<file path="src/rtl/rtc_calendar_alarm_if.sv">
// Set/alarm/control bus and time outputs of the RTC calendar core.
// The board top level drives the master side, the core is the slave.
interface rtc_calendar_alarm_if #(
    parameter int N_ALARMS = 4
);
    localparam int AW = (N_ALARMS > 1) ? $clog2(N_ALARMS) : 1;

    logic          set_en;
    logic [2:0]    set_sel;
    logic [6:0]    set_val;
    logic          al_wr;
    logic [AW-1:0] al_idx;
    logic [4:0]    al_hour;
    logic [5:0]    al_min;
    logic          al_en;
    logic          dismiss;
    logic          snooze;
    logic [5:0]    sec;
    logic [5:0]    min;
    logic [4:0]    hour;
    logic [4:0]    day;
    logic [3:0]    month;
    logic [6:0]    year;
    logic          sec_tick;
    logic          ring;
    logic [AW-1:0] ring_idx;
    logic          set_err;

    modport master (
        output set_en, set_sel, set_val,
        output al_wr, al_idx, al_hour, al_min, al_en,
        output dismiss, snooze,
        input  sec, min, hour, day, month, year,
        input  sec_tick, ring, ring_idx, set_err
    );

    modport slave (
        input  set_en, set_sel, set_val,
        input  al_wr, al_idx, al_hour, al_min, al_en,
        input  dismiss, snooze,
        output sec, min, hour, day, month, year,
        output sec_tick, ring, ring_idx, set_err
    );
endinterface

</file>
<file path="src/rtl/rtc_calendar_alarm.sv">
// Real-time clock/calendar with 1 Hz enable, alarm table, snooze
// and range-checked set interface, all in the CK50M domain.
module rtc_calendar_alarm #(
    parameter int TICK_DIV   = 50000000,
    parameter int N_ALARMS   = 4,
    parameter int RING_SECS  = 10,
    parameter int SNOOZE_MIN = 5
) (
    input logic              CK50M,
    input logic              RSTn,
    rtc_calendar_alarm_if.slave bus
);
    localparam int AW = (N_ALARMS > 1) ? $clog2(N_ALARMS) : 1;
    localparam int PW = $clog2(TICK_DIV);
    localparam logic [PW-1:0] LAST = PW'(TICK_DIV - 1);

    typedef enum logic [1:0] {IDLE, RINGING, SNOOZED} state_t;

    function automatic logic [4:0] max_day(
        input logic [3:0] m,
        input logic [6:0] y
    );
        logic [4:0] d;
        case (m)
            4'd2:    d = (y[1:0] == 2'd0) ? 5'd29 : 5'd28;
            4'd4, 4'd6,
            4'd9, 4'd11: d = 5'd30;
            default: d = 5'd31;
        endcase
        return d;
    endfunction

    logic [PW-1:0] presc;
    logic          tick_q, pending, set_err_q;
    logic [5:0]    sec_q, min_q;
    logic [4:0]    hour_q, day_q;
    logic [3:0]    month_q;
    logic [6:0]    year_q;
    logic [4:0]    ah_q [N_ALARMS];
    logic [5:0]    am_q [N_ALARMS];
    logic          ae_q [N_ALARMS];
    state_t        state;
    logic          ring_q;
    logic [AW-1:0] ridx_q;
    logic [5:0]    cnt;
    logic [4:0]    tgt_h;
    logic [5:0]    tgt_m;

    logic [5:0] n_sec, n_min;
    logic [4:0] n_hour, n_day, md_cur, md_set;
    logic [3:0] n_month;
    logic [6:0] n_year;
    logic       adv_req, adv, set_ok, sec_wr;
    logic       hit, match, snz_hit;
    logic [AW-1:0] hit_idx;
    logic [6:0] sm;
    logic [5:0] s_min;
    logic [4:0] s_hour;

    assign md_cur  = max_day(month_q, year_q);
    assign adv_req = tick_q | pending;
    assign adv     = adv_req & ~bus.set_en;

    always_comb begin
        n_sec   = sec_q + 6'd1;
        n_min   = min_q;
        n_hour  = hour_q;
        n_day   = day_q;
        n_month = month_q;
        n_year  = year_q;
        if (sec_q == 6'd59) begin
            n_sec = 6'd0;
            n_min = min_q + 6'd1;
            if (min_q == 6'd59) begin
                n_min  = 6'd0;
                n_hour = hour_q + 5'd1;
                if (hour_q == 5'd23) begin
                    n_hour = 5'd0;
                    n_day  = day_q + 5'd1;
                    if (day_q == md_cur) begin
                        n_day   = 5'd1;
                        n_month = month_q + 4'd1;
                        if (month_q == 4'd12) begin
                            n_month = 4'd1;
                            n_year  = (year_q == 7'd99) ? 7'd0 : year_q + 7'd1;
                        end
                    end
                end
            end
        end
    end

    // Scan downwards so the lowest matching index is the one kept.
    always_comb begin
        hit     = 1'b0;
        hit_idx = '0;
        for (int i = N_ALARMS - 1; i >= 0; i--) begin
            if (ae_q[i] && ah_q[i] == n_hour && am_q[i] == n_min) begin
                hit     = 1'b1;
                hit_idx = AW'(i);
            end
        end
    end

    assign match   = adv & hit & (n_sec == 6'd0);
    assign snz_hit = adv & (n_sec == 6'd0) &
                     (n_hour == tgt_h) & (n_min == tgt_m);

    always_comb begin
        md_set = (bus.set_sel == 3'd4) ?
                 max_day(bus.set_val[3:0], year_q) :
                 max_day(month_q, bus.set_val);
        case (bus.set_sel)
            3'd0, 3'd1: set_ok = bus.set_val < 7'd60;
            3'd2:    set_ok = bus.set_val < 7'd24;
            3'd3:    set_ok = bus.set_val >= 7'd1 &&
                              bus.set_val <= {2'b00, md_cur};
            3'd4:    set_ok = bus.set_val >= 7'd1 && bus.set_val <= 7'd12;
            3'd5:    set_ok = bus.set_val < 7'd100;
            default: set_ok = 1'b0;
        endcase
        sec_wr = bus.set_en & set_ok & (bus.set_sel == 3'd0);
    end

    always_comb begin
        sm     = {1'b0, min_q} + 7'(SNOOZE_MIN);
        s_min  = sm[5:0];
        s_hour = hour_q;
        if (sm >= 7'd60) begin
            s_min  = 6'(sm - 7'd60);
            s_hour = (hour_q == 5'd23) ? 5'd0 : hour_q + 5'd1;
        end
    end

    always_ff @(posedge CK50M) begin
        if (!RSTn) begin
            presc     <= '0;
            tick_q    <= 1'b0;
            pending   <= 1'b0;
            set_err_q <= 1'b0;
            sec_q     <= '0;
            min_q     <= '0;
            hour_q    <= '0;
            day_q     <= 5'd1;
            month_q   <= 4'd1;
            year_q    <= '0;
        end else begin
            presc     <= (presc == LAST) ? '0 : presc + 1'b1;
            tick_q    <= (presc == LAST);
            set_err_q <= bus.set_en & ~set_ok;
            if (bus.set_en) begin
                // A sec write restarts the second, so any owed tick is void.
                pending <= adv_req & ~sec_wr;
                if (set_ok) begin
                    case (bus.set_sel)
                        3'd0: begin
                            sec_q  <= bus.set_val[5:0];
                            presc  <= '0;
                            tick_q <= 1'b0;
                        end
                        3'd1: min_q  <= bus.set_val[5:0];
                        3'd2: hour_q <= bus.set_val[4:0];
                        3'd3: day_q  <= bus.set_val[4:0];
                        3'd4: begin
                            month_q <= bus.set_val[3:0];
                            if (day_q > md_set) day_q <= md_set;
                        end
                        default: begin
                            year_q <= bus.set_val;
                            if (day_q > md_set) day_q <= md_set;
                        end
                    endcase
                end
            end else if (adv_req) begin
                pending <= 1'b0;
                sec_q   <= n_sec;
                min_q   <= n_min;
                hour_q  <= n_hour;
                day_q   <= n_day;
                month_q <= n_month;
                year_q  <= n_year;
            end
        end
    end

    always_ff @(posedge CK50M) begin
        if (!RSTn) begin
            for (int i = 0; i < N_ALARMS; i++) begin
                ah_q[i] <= '0;
                am_q[i] <= '0;
                ae_q[i] <= 1'b0;
            end
        end else if (bus.al_wr && int'(bus.al_idx) < N_ALARMS) begin
            ah_q[bus.al_idx] <= bus.al_hour;
            am_q[bus.al_idx] <= bus.al_min;
            ae_q[bus.al_idx] <= bus.al_en;
        end
    end

    always_ff @(posedge CK50M) begin
        if (!RSTn) begin
            state  <= IDLE;
            ring_q <= 1'b0;
            ridx_q <= '0;
            cnt    <= '0;
            tgt_h  <= '0;
            tgt_m  <= '0;
        end else begin
            unique case (state)
                IDLE: if (match) begin
                    state  <= RINGING;
                    ring_q <= 1'b1;
                    ridx_q <= hit_idx;
                    cnt    <= 6'(RING_SECS);
                end
                RINGING: begin
                    if (bus.dismiss) begin
                        state  <= IDLE;
                        ring_q <= 1'b0;
                    end else if (bus.snooze) begin
                        state  <= SNOOZED;
                        ring_q <= 1'b0;
                        tgt_h  <= s_hour;
                        tgt_m  <= s_min;
                    end else if (adv) begin
                        cnt <= cnt - 6'd1;
                        if (cnt == 6'd1) begin
                            state  <= IDLE;
                            ring_q <= 1'b0;
                        end
                    end
                end
                SNOOZED: begin
                    if (bus.dismiss) begin
                        state <= IDLE;
                    end else if (match || snz_hit) begin
                        state  <= RINGING;
                        ring_q <= 1'b1;
                        cnt    <= 6'(RING_SECS);
                        if (match) ridx_q <= hit_idx;
                    end
                end
                default: begin
                    state  <= IDLE;
                    ring_q <= 1'b0;
                end
            endcase
        end
    end

    assign bus.sec      = sec_q;
    assign bus.min      = min_q;
    assign bus.hour     = hour_q;
    assign bus.day      = day_q;
    assign bus.month    = month_q;
    assign bus.year     = year_q;
    assign bus.sec_tick = tick_q;
    assign bus.ring     = ring_q;
    assign bus.ring_idx = ridx_q;
    assign bus.set_err  = set_err_q;
endmodule

</file>
<file path="src/flat_wrapper.sv">
// flat-port wrapper written by rule: the top's interface ports become plain ports
module rtc_calendar_alarm_flat 
#(
    parameter int TICK_DIV   = 50000000,
    parameter int N_ALARMS   = 4,
    parameter int RING_SECS  = 10,
    parameter int SNOOZE_MIN = 5
)
  (CK50M, RSTn, bus_set_en, bus_set_sel, bus_set_val, bus_al_wr, bus_al_idx, bus_al_hour, bus_al_min, bus_al_en, bus_dismiss, bus_snooze, bus_sec, bus_min, bus_hour, bus_day, bus_month, bus_year, bus_sec_tick, bus_ring, bus_ring_idx, bus_set_err);
  rtc_calendar_alarm_if #(.N_ALARMS(N_ALARMS)) bus_i ();
  input logic CK50M;
  input logic RSTn;
  input wire logic [$bits(bus_i.set_en)-1:0] bus_set_en;
  input wire logic [$bits(bus_i.set_sel)-1:0] bus_set_sel;
  input wire logic [$bits(bus_i.set_val)-1:0] bus_set_val;
  input wire logic [$bits(bus_i.al_wr)-1:0] bus_al_wr;
  input wire logic [$bits(bus_i.al_idx)-1:0] bus_al_idx;
  input wire logic [$bits(bus_i.al_hour)-1:0] bus_al_hour;
  input wire logic [$bits(bus_i.al_min)-1:0] bus_al_min;
  input wire logic [$bits(bus_i.al_en)-1:0] bus_al_en;
  input wire logic [$bits(bus_i.dismiss)-1:0] bus_dismiss;
  input wire logic [$bits(bus_i.snooze)-1:0] bus_snooze;
  output wire logic [$bits(bus_i.sec)-1:0] bus_sec;
  output wire logic [$bits(bus_i.min)-1:0] bus_min;
  output wire logic [$bits(bus_i.hour)-1:0] bus_hour;
  output wire logic [$bits(bus_i.day)-1:0] bus_day;
  output wire logic [$bits(bus_i.month)-1:0] bus_month;
  output wire logic [$bits(bus_i.year)-1:0] bus_year;
  output wire logic [$bits(bus_i.sec_tick)-1:0] bus_sec_tick;
  output wire logic [$bits(bus_i.ring)-1:0] bus_ring;
  output wire logic [$bits(bus_i.ring_idx)-1:0] bus_ring_idx;
  output wire logic [$bits(bus_i.set_err)-1:0] bus_set_err;
  assign bus_i.set_en = bus_set_en;
  assign bus_i.set_sel = bus_set_sel;
  assign bus_i.set_val = bus_set_val;
  assign bus_i.al_wr = bus_al_wr;
  assign bus_i.al_idx = bus_al_idx;
  assign bus_i.al_hour = bus_al_hour;
  assign bus_i.al_min = bus_al_min;
  assign bus_i.al_en = bus_al_en;
  assign bus_i.dismiss = bus_dismiss;
  assign bus_i.snooze = bus_snooze;
  assign bus_sec = bus_i.sec;
  assign bus_min = bus_i.min;
  assign bus_hour = bus_i.hour;
  assign bus_day = bus_i.day;
  assign bus_month = bus_i.month;
  assign bus_year = bus_i.year;
  assign bus_sec_tick = bus_i.sec_tick;
  assign bus_ring = bus_i.ring;
  assign bus_ring_idx = bus_i.ring_idx;
  assign bus_set_err = bus_i.set_err;
  rtc_calendar_alarm #(.TICK_DIV(TICK_DIV), .N_ALARMS(N_ALARMS), .RING_SECS(RING_SECS), .SNOOZE_MIN(SNOOZE_MIN)) u_core (.CK50M(CK50M), .RSTn(RSTn), .bus(bus_i));
endmodule
</file>
<file path="config.mk">
export PLATFORM = sky130hd
export DESIGN_NAME = rtc_calendar_alarm_flat
export DESIGN_NICKNAME = d
export VERILOG_FILES = /design/src/rtl/rtc_calendar_alarm_if.sv /design/src/rtl/rtc_calendar_alarm.sv /design/src/flat_wrapper.sv
export SDC_FILE = /design/constraint.sdc
export NUM_CORES = 1
export LEC_CHECK = 0
export CORE_MARGIN = 4
export CORE_UTILIZATION = 60
export CTS_BUF_LIST = sky130_fd_sc_hd__clkbuf_4 sky130_fd_sc_hd__clkbuf_8
export CTS_CLUSTER_DIAMETER = 50
export DETAILED_ROUTE_END_ITERATION = 7
export PLACE_DENSITY = 0.86
export SYNTH_ARGS = -nofsm -noshare
export SYNTH_HDL_FRONTEND = slang
export SYNTH_SLANG_ARGS = --single-unit
</file>
<file path="constraint.sdc">
create_clock -name CK50M -period 3.5 [get_ports CK50M]
set_input_delay 0.525 -clock CK50M [delete_from_list [all_inputs] [get_ports CK50M]]
set_output_delay 0.525 -clock CK50M [all_outputs]
set_load 0.01 [all_outputs]
</file>
---- Word level (Yosys, flattened, before mapping) ----
Memories as Yosys holds them, arrays and structs flattened.
Cells that the tools add are included.
word-level totals
  bits in registers ....................... 84
  memory bits (writable) .................. 48
  bits of input ports ..................... 30
  logic and storage cells ................. 259
  memories kept ........................... 3
operators by class
  add/subtract/negate cells ............... 10
  order comparisons ....................... 8
  eq/ne operators ......................... 52
  mux-type cells .......................... 112
  bitwise operators ....................... 15
  reduce and logical (&&, ||, !) cells .... 43
memory list
  name         words  bits a word  rd ports  clocked after Yosys merged registers in  write ports  line                      text
  u_core.am_q  4      6            4         0                                        4            rtc_calendar_alarm.sv:40  logic [5:0] am_q [N_ALARMS];
  u_core.ah_q  4      5            4         0                                        4            rtc_calendar_alarm.sv:39  logic [4:0] ah_q [N_ALARMS];
  u_core.ae_q  4      1            4         0                                        4            rtc_calendar_alarm.sv:41  logic ae_q [N_ALARMS];
operators by type and width
  operator               count
  $mux 6                 19
  $mux 26                4
  $mux 5                 18
  $mux 7                 10
  $pmux 5 s2             4
  $mux 4                 9
  $mux 2                 17
  $eq 5x5->1             6
  $eq 6x6->1             5
  $add 26x1->26 const B  1
  $eq 26x26->1 const B   1
  $mux 1                 26
  $reduce_and 7->1       3
  $eq 4x4->1 const B     5
  $pmux 6 s3             1
  $eq 4x3->1 const B     4
  $ne 2x1->1 const B     8
  $reduce_and 3->1       5
  $reduce_bool 2->1      7
  $add 6x1->6 const B    2
  $eq 6x6->1 const B     2
  $add 5x1->5 const B    2
  $and 1x1->1            10
  $logic_and 1x1->1      10
  46 further kinds       61

---- Depth between registers and ports, before layout ----
Gate-level depths: netlist of the first run.
  depth in word-level cells ............... 17
  depth in mapped cells ................... 18

---- Least setup slack after synthesis of the first run ----
OpenSTA, ideal clock, no wires.
  path kind ............................... register -> register
  start point ............................. register u_core.month_q[0] (netlist: u_core.bus.month[0])
  end point ............................... register u_core.presc[17]
  library setup time ...................... 0.117 ns
  arrival time ............................ 3.125 ns
  required time ........................... 3.383 ns
  setup slack ............................. 0.258 ns
  stages on the path, launching flop included .. 19
  buffers on the path ..................... 3
  cell sequence ........................... dfxtp_1 inv_1 ha_1 o21ai_0 o22ai_1 nor2_1 ha_1 inv_1 a21oi_1 o2bb2ai_1 o221ai_1 a22oi_1 or3_1 clkbuf_1 o31ai_1 nand2b_1 clkbuf_1 buf_2 nor2_1
on the way
  longest elaborated chain between the ends .. 8
RTL lines
  what                                      line                       text
  start, declared                           rtc_calendar_alarm.sv:37   logic [3:0] month_q;
  start signal, assigned                    rtc_calendar_alarm.sv:165  month_q <= bus.set_val[3:0];
  start signal, assigned                    rtc_calendar_alarm.sv:180  month_q <= n_month;
  $eq 4x3->1 or $eq 4x4->1 (tied branches)  rtc_calendar_alarm.sv:24   case (m)
  $reduce_or 4->1                           rtc_calendar_alarm.sv:24
  $pmux 5 s2 *                              rtc_calendar_alarm.sv:24
  $le 7x5->1 (not written as such) *        rtc_calendar_alarm.sv:117  bus.set_val <= {2'b00, md_cur};
  $logic_and 1x1->1 *                       rtc_calendar_alarm.sv:116  3'd3: set_ok = bus.set_val >= 7'd1 &&
  $pmux 1 s5 *                              rtc_calendar_alarm.sv:113  case (bus.set_sel)
  $mux 26 *                                 rtc_calendar_alarm.sv:154  if (set_ok) begin
  $mux 26 *                                 rtc_calendar_alarm.sv:151  if (bus.set_en) begin
  end signal, assigned                      rtc_calendar_alarm.sv:148  presc <= (presc == LAST) ? '0 : presc + 1'b1;
  end, declared                             rtc_calendar_alarm.sv:33   logic [PW-1:0] presc;
Mark *: on every way between the ends. The rest lies on a longest branch, timed or not.
A chain may end at the register's enable or synchronous reset.

---- Worst setup path in the final report of the first run ----
  start point ............................. register u_core.sec_q[1] (netlist: u_core.bus.sec[1])
  end point ............................... register u_core.cnt[1]
on the way
  longest elaborated chain between the ends .. 14
RTL lines
  what                                 line                       text
  start, declared                      rtc_calendar_alarm.sv:35   logic [5:0] sec_q, min_q;
  start signal, assigned               rtc_calendar_alarm.sv:157  sec_q <= bus.set_val[5:0];
  start signal, assigned               rtc_calendar_alarm.sv:176  sec_q <= n_sec;
  $eq 6x6->1                           rtc_calendar_alarm.sv:71   if (sec_q == 6'd59) begin
  $mux 5                               rtc_calendar_alarm.sv:71
  $eq 5x5->1                           rtc_calendar_alarm.sv:98   if (ae_q[i] && ah_q[i] == n_hour && am_q[i] == n_min) begin
  $logic_and 1x1->1 (2 in a row)       rtc_calendar_alarm.sv:98
  $mux 1 (4 in a row)                  rtc_calendar_alarm.sv:98
  $and 1x1->1 (2 in a row)             rtc_calendar_alarm.sv:105  assign match = adv & hit & (n_sec == 6'd0);
  $logic_or 1x1->1                     rtc_calendar_alarm.sv:236  end else if (match || snz_hit) begin
  $ne 2x1->1 (no source line)          n/a
  $reduce_and 7->1 (no source line) *  n/a
  end signal, assigned                 rtc_calendar_alarm.sv:214  cnt <= 6'(RING_SECS);
  end signal, assigned                 rtc_calendar_alarm.sv:226  cnt <= cnt - 6'd1;
  end signal, assigned                 rtc_calendar_alarm.sv:239  cnt <= 6'(RING_SECS);
  end, declared                        rtc_calendar_alarm.sv:45   logic [5:0] cnt;
Marks and branches as above.

==> impl_metrics.py, run 1 <==
metrics = {
    "outcome": {
        "run_status": "completed",
    },
    "worst_setup_path": {
        "r2r_start": "u_core.bus.sec[1]",
        "rr_endpoint": "u_core.cnt[1]",
        "ff2ff_path_depth": 11,
        "cp_num_buf_inv": 1,
        "critPathLaunchType": "flip-flop",
        "crit_family": "compound AO/OA/AOI/OAI gates",
        "crit_arrival_ns": 3.70,
        "path_cells": "ha_2 -> nand3b_1 -> o41ai_2 -> o21ai_2 -> xnor2_1 -> and4_1 -> and4_1 -> o41ai_2 -> buf_4 -> nand2_2 -> o311a_1",
        "critPathKind": "flip-flop to flip-flop",
        "reg2reg_slack_ns": 0.14,
        "cp_slowest_cell": "o41ai_2",
        "cpPeakStageDelay_ns": 0.54,
        "endpoint_kind": "flip-flop",
        "crit_required_ns": 3.84,
        "cp_max_fo": 6,
    },
    "timing": {
        "min_period_ns": 3.360,
        "max_freq_mhz": 297.7,
        "relSlewSlack_pct": 49.35,
        "final.period_utilization_pct": 95.99,
        "setup_violations": 0,
        "drv_slew": 0,
        "final.setup.tns_ns": 0,
        "rsz0062_at_grt": "true",
        "worstMarginPinSlew_ns": 0.7598,
        "hold_viol": 0,
        "fin_skew_ns": 0.01494,
    },
    "die": {
        "ios": 68,
        "die_area_sq_um": 16380,
        "die_h_um": 128.0,
        "initial_core_util_pct": 61.74,
        "num_rows": 43,
        "core_sq_um": 13990,
        "die-width_um": 128.0,
    },
    "synthesis": {
        "synth_edf_count": 45,
        "syn_area_sq_um": 8637,
        "yosysSeqAreaShare_pct": 35.81,
        "ys_seq_elements": 132,
        "ys_types": 90,
        "synth_nets": 1035,
        "syn_avg_cell_area_sq_um": 8.769,
        "synthFlopType": "dfxtp_1",
        "synthArstFlopShare_pct": 0,
        "synth_top_area_share_pct": 20.17,
        "ys_top_cells_by_area": "dfxtp_1 20%, edfxtp_1 16%, xor2_1 4.9%",
        "synthCells": 985,
        "synth_top_area_cell": "dfxtp_1",
        "yosys_warnings": 0,
    },
    "global_routing": {
        "grt-ovfl-total": 0,
        "grt_start_max_net_pins": 59,
        "grt_pass1_vias": 7383,
        "grt_antenna_before_repair": 0,
        "grtUsageTotal_pct": 28.61,
        "grt_pass1_wl_um": 37740,
    },
    "final_layout": {
        "fillers": 1071,
        "fin_nets": 1121,
        "final_cell_mix": "101 x nand2_1, 85 x dfxtp_1, 71 x nor2_1",
        "drive_above_1_share_pct": 12.45,
        "final_common_cell": "nand2_1",
        "layout-area-overhead-vs-synth_pct": 17.76,
        "design_area_sq_um": 10170,
        "antenna_cells": 0,
    },
    "power_and_ir_drop": {
        "p_per_area_nw_per_um2": 335.6,
        "ir_worst_vdd_uv": 319.9,
        "power.leakage_nw": 4.066,
    },
    "cts": {
        "clkSlewWorstSetupHoldPaths_ns": 0.08,
        "cts.sinks": 132,
        "cts_made_buffers": 17,
        "cts_tree": "yes",
        "htree_num_levels": 4,
        "clk_latency_ns": 0.45,
        "cts-root-buf": "clkbuf_8",
        "clk_path_buf_depth": 2,
    },
    "detailed_routing": {
        "met1_length_um": 9822,
        "wl_per_cell_um": 18.48,
        "drc": 0,
        "top_layer": "met4",
        "drtIter0Drc": 932,
        "dr_wl_met2_um": 11000,
        "postRouteAntennaNets": 0,
        "viasPerCell": 6.305,
        "num_vias": 7969,
        "firstDrtPassIters": 8,
        "wl_met3_um": 1725,
        "routed_wl_um": 23360,
    },
    "job": {
        "max_cap_violations": 0,
    },
    "min_path": {
        "hold_path_depth": 2,
        "hold_class": "flip-flop to flip-flop",
        "worstHoldStart": "u_core.bus.ring_idx[1]",
        "min_to": "u_core.bus.ring_idx[1]",
    },
    "placement": {
        "hpwl_um": 17140,
        "io_buffers": 67,
        "place_congestion": 1.011,
        "placed_cell_area_sq_um": 9706,
    },
}
[kinds of logic (layout without fill, tap and decap cells)]
family / Yosys count / after routing / share of synthesized area [%]
AND/OR/NAND/NOR: 421 / 421 / 26.28
AO/OA/AOI/OAI: 217 / 217 / 19.06
flip-flops: 132 / 132 / 35.81
XOR/XNOR: 92 / 92 / 9.489
buffers and inverters: 89 / 188 / 4.491
adder cells (fa/ha/maj): 20 / 20 / 2.897
multiplexers: 14 / 14 / 1.970
[where the power goes]
part           internal (W)  switching, W  leakage, nW  total [W]
logic              0.000163      0.000203         2.71   0.000367
registers           0.00164     0.0000539         1.14    0.00169
clock network      0.000731      0.000622        0.212    0.00135
[metrics by stage]
step	total power, W	cells	hold WS, ns	utilization (%)	setup slack [ns]
after floorplan	0.001924	985	0.4260	-	0.2576
after global placement	0.002070	1231	0.4365	69.38	0.1100
after detailed placement	0.002080	1231	0.4382	69.38	0.04900
after CTS	0.003427	1263	0.4514	72.37	0.07342
after global routing	0.003544	1264	0.4802	72.71	-0.07484
final	0.003413	1264	0.4490	72.71	0.1404
[state kept, by name, indices dropped and copies added, names as in the netlist]
signal and count:
u_core.bus.ring_idx 2, u_core.bus.hour 5, u_core.bus.set_err 1, u_core.bus.ring 1
u_core.bus.month 4, u_core.ae_q 4, u_core.tgt_h 5, u_core.bus.year 7
u_core.state 2, u_core.presc 26, u_core.bus.sec 6, u_core.ah_q 20
u_core.cnt 6, u_core.pending 1, u_core.am_q 24, u_core.bus.min 6
u_core.bus.day 5, u_core.tgt_m 6, u_core.bus.sec_tick 1
[cells in the mapped netlist, drive strengths merged (7+ instances only)]
| cell | n |
|---|---|
| edfxtp | 45 |
| and2 | 39 |
| xnor2 | 43 |
| or3 | 8 |
| o31ai | 9 |
| o21ai | 42 |
| clkbuf | 35 |
| a21oi | 29 |
| nand2b | 17 |
| nor3b | 7 |
| mux2i | 12 |
| inv | 30 |
| nand4 | 16 |
| dfxtp | 87 |
| ha | 20 |
| o21a | 8 |
| xor2 | 48 |
| a21boi | 21 |
| nor2b | 18 |
| nand3 | 49 |
| a31oi | 10 |
| nor4 | 10 |
| nor3 | 26 |
| o211a | 19 |
| a2111oi | 7 |
| nor2 | 72 |
| o31a | 7 |
| o41ai | 9 |
| buf | 24 |
| and3 | 23 |
| nand2 | 102 |
[worst reg2reg max path, delay by kind of cell (launching register included)]
family                     cells  cell delay (ns)
AOI/OAI and AO/OA              4             1.30
xor gates and xnor gates       1             0.23
adders and majority gates      1             0.28
buffers and inverters          1             0.21
DFF                            1             0.44
and+or+nand+nor                4             0.79
[how the worst max path moves through the flow]
stage                          endpoint           startpoint  slack (ns)  cells past startpoint
finish                    u_core.cnt[1]    u_core.bus.sec[1]        0.14                     11
global route            u_core.state[0]    u_core.bus.min[3]       -0.07                     12
CTS                 u_core.bus.month[2]  u_core.bus.month[0]        0.07                     15
detailed placement      u_core.presc[4]  u_core.bus.month[0]        0.05                     17
global placement       u_core.presc[22]  u_core.bus.month[0]        0.11                     17
floorplan              u_core.presc[17]  u_core.bus.month[0]        0.26                     18
[final cells by class]
cell class | count | area, sq um | area share (%)
Sequential cell | 132 | 3095 | 30.43
Clock buffer | 20 | 256.5 | 2.522
Multi-Input combinational cell | 764 | 5200 | 51.13
Timing Repair Buffer | 126 | 1125 | 11.06
Inverter | 30 | 112.6 | 1.107
Clock inverter | 12 | 156.4 | 1.538
Tap cell | 180 | 225.2 | 2.214
[repair_timing]
item,4_1_cts,5_1_grt
pin swaps,0,2
setup buffers,0,1
hold buffers,0,0
endpoints found under the setup margin,16,61
cloned,0,0
gates resized for setup,1,12
[layer usage]
metal | up-vias | global-route usage (%)
met5 | - | 0
met4 | 0 | 12.48
met3 | 70 | 4.667
met2 | 386 | 46.21
met1 | 3765 | 37.97
li1 | 3748 | -
(Power assumes the default switching activity.)
==> run 2, diff against run 1 <==
--- a/config.mk
+++ b/config.mk
@@ -11,6 +11,7 @@
 export CTS_CLUSTER_DIAMETER = 50
 export DETAILED_ROUTE_END_ITERATION = 7
 export PLACE_DENSITY = 0.86
+export SLEW_MARGIN = 20
 export SYNTH_ARGS = -nofsm -noshare
 export SYNTH_HDL_FRONTEND = slang
 export SYNTH_SLANG_ARGS = --single-unit
==> results of run 2 <==
The final DEF is identical to that of run 1; final timing and power are the same.
==> run 3, diff against run 2 <==
--- a/config.mk
+++ b/config.mk
@@ -7,7 +7,7 @@
 export LEC_CHECK = 0
 export CORE_MARGIN = 4
 export CORE_UTILIZATION = 60
-export CTS_BUF_LIST = sky130_fd_sc_hd__clkbuf_4 sky130_fd_sc_hd__clkbuf_8
+export CTS_BUF_LIST = sky130_fd_sc_hd__clkbuf_16
 export CTS_CLUSTER_DIAMETER = 50
 export DETAILED_ROUTE_END_ITERATION = 7
 export PLACE_DENSITY = 0.86
==> impl_metrics.py, run 3 (synthesis gave the netlist of run 1 again) <==
metrics = {
    "final_layout": {
        "drive_above_1_share_pct": 12.37,
        "reg_top3": "u_core.presc: 26 flops, u_core.am_q: 24 flops, u_core.ah_q: 20 flops",
        "fin_nets": 1120,
        "antenna_cells": 0,
        "regMostFlops": "u_core.presc",
        "design_area_sq_um": 10400,
        "final_cell_mix": "101 x nand2_1, 84 x dfxtp_1, 71 x nor2_1",
        "largest_reg_flops": 26,
        "layout-area-overhead-vs-synth_pct": 20.45,
        "final_common_cell": "nand2_1",
        "fillers": 1021,
    },
    "detailed_routing": {
        "postRouteAntennaNets": 0,
        "drc": 0,
        "num_vias": 8002,
        "met1_length_um": 9877,
        "drtIter0Drc": 855,
        "wl_met3_um": 1747,
        "wl_per_cell_um": 18.88,
        "viasPerCell": 6.336,
        "dr_wl_met2_um": 11290,
        "firstDrtPassIters": 6,
        "top_layer": "met4",
        "routed_wl_um": 23840,
    },
    "cts": {
        "clk_latency_ns": 0.43,
        "clkSlewWorstSetupHoldPaths_ns": 0.06,
        "htree_num_levels": 4,
        "cts.sinks": 132,
        "cts_setup_buffers": 0,
        "cts-root-buf": "clkbuf_16",
        "clk_path_buf_depth": 2,
        "cts_tree": "yes",
        "cts_made_buffers": 17,
        "hold_buffers": 0,
    },
    "power_and_ir_drop": {
        "ir_worst_vdd_uv": 455.8,
        "p_clk_share_pct": 46.6,
        "p_seq_share_pct": 43.9,
        "p_per_area_nw_per_um2": 371.7,
        "p_sw_w": 0.0009480,
        "power.leakage_nw": 4.157,
        "p_sw_share_pct": 24.51,
        "intPower_w": 0.002919,
        "p_comb_share_pct": 9.5,
    },
    "timing": {
        "min_period_ns": 3.303,
        "fin_skew_ns": 0.007697,
        "hold_viol": 0,
        "setup_violations": 0,
        "worstMarginPinSlew_ns": 0.7710,
        "drv_slew": 0,
        "final.period_utilization_pct": 94.37,
        "relSlewSlack_pct": 48.60,
        "final.setup.tns_ns": 0,
        "rsz0062_at_grt": "false",
        "fin_hold_ws_ns": 0.4465,
        "setup_ws_ns": 0.1971,
        "max_freq_mhz": 302.8,
    },
    "die": {
        "die-width_um": 128.0,
        "die_h_um": 128.0,
        "die_area_sq_um": 16380,
        "num_rows": 43,
        "initial_core_util_pct": 61.74,
        "core_sq_um": 13990,
        "ios": 68,
    },
    "placement": {
        "dp_slack_ns": 0.04900,
        "io_buffers": 67,
        "placed_cell_area_sq_um": 9706,
        "hpwl_um": 17140,
        "place_congestion": 1.011,
    },
    "min_path": {
        "hold_class": "flip-flop to flip-flop",
        "worstHoldStart": "u_core.bus.ring_idx[1]",
    },
    "global_routing": {
        "grt_start_max_net_pins": 59,
        "grt_pass1_vias": 7525,
        "grtUsageTotal_pct": 29.34,
        "grt_pass1_wl_um": 38590,
        "grt-ovfl-total": 0,
        "grt_antenna_before_repair": 0,
    },
    "outcome": {
        "run_status": "completed",
    },
    "worst_setup_path": {
        "critPathLaunchType": "flip-flop",
        "crit_arrival_ns": 3.61,
        "endpoint_kind": "flip-flop",
        "critPathKind": "flip-flop to flip-flop",
        "cp_max_fo": 6,
        "r2r_start": "u_core.bus.sec[1]",
        "crit_required_ns": 3.81,
        "startpoint": "u_core.bus.sec[1]",
    },
    "job": {
        "max_cap_violations": 0,
    },
}
run 3: per-layer routing:
| metal | global-route usage, % | vias to the layer above |
|---|---|---|
| li1 | - | 3751 |
| met5 | 0 | - |
| met4 | 12.17 | 0 |
| met2 | 47.94 | 385 |
| met1 | 38.06 | 3783 |
| met3 | 5.875 | 83 |
run 3: repair_timing:
item                       in CTS  in global routing
gates cloned                    0                  0
resized for setup               1                 20
setup endpoints to repair      25                 62
pin swaps                       0                  2
run 3: worst max-delay path: stages (launching register included):
cell	delay, ns
dfxtp_1	0.46
ha_4	0.21
nand3b_1	0.27
o41ai_2	0.53
o21ai_2	0.21
xnor2_1	0.23
and4_1	0.22
and4_1	0.19
o41ai_2	0.27
buf_4	0.21
nand2_2	0.08
o311a_1	0.28
run 3: final timing paths:
| check | endpoint | cells after the start | slack [ns] |
|---|---|---|---|
| worst max-delay path | u_core.cnt[1] | 11 | 0.20 |
| worst min-delay path | u_core.bus.ring_idx[1] | 2 | 0.45 |
| worst max register to register | u_core.cnt[1] | 11 | 0.20 |
| worst min register to register | u_core.bus.ring_idx[1] | 2 | 0.45 |
run 3: area by class of cell:
type,count,area (sq um),share of cell area (%)
clock buffers,17,425.4,4.089
well taps,180,225.2,2.165
multi-input cells,764,5259,50.55
inverters,30,112.6,1.082
repair buffers,125,1117,10.74
flip-flops and latches,132,3097,29.77
clock inverters,15,167.7,1.612
run 3: metrics by stage:
| stage | total power [W] | instances | utilization, % |
|---|---|---|---|
| 4_1_cts | 0.003874 | 1263 | 73.66 |
| 3_3_place_gp | 0.002070 | 1231 | 69.38 |
| 5_1_grt | 0.003995 | 1263 | 74.37 |
| 3_5_place_dp | 0.002080 | 1231 | 69.38 |
| 2_1_floorplan | 0.001924 | 985 | - |
| 6_report | 0.003867 | 1263 | 74.37 |
run 3: power by group through the flow:
stage / clock, W / sequential [W] / combinational, W
4_1_cts: 0.00182 / 0.00169 / 0.000359
3_5_place_dp: 0 / 0.00173 / 0.000354
3_3_place_gp: 0 / 0.00172 / 0.000348
5_1_grt: 0.00189 / 0.00170 / 0.000399
2_1_floorplan: 0 / 0.00171 / 0.000214
6_report: 0.00180 / 0.00170 / 0.000369
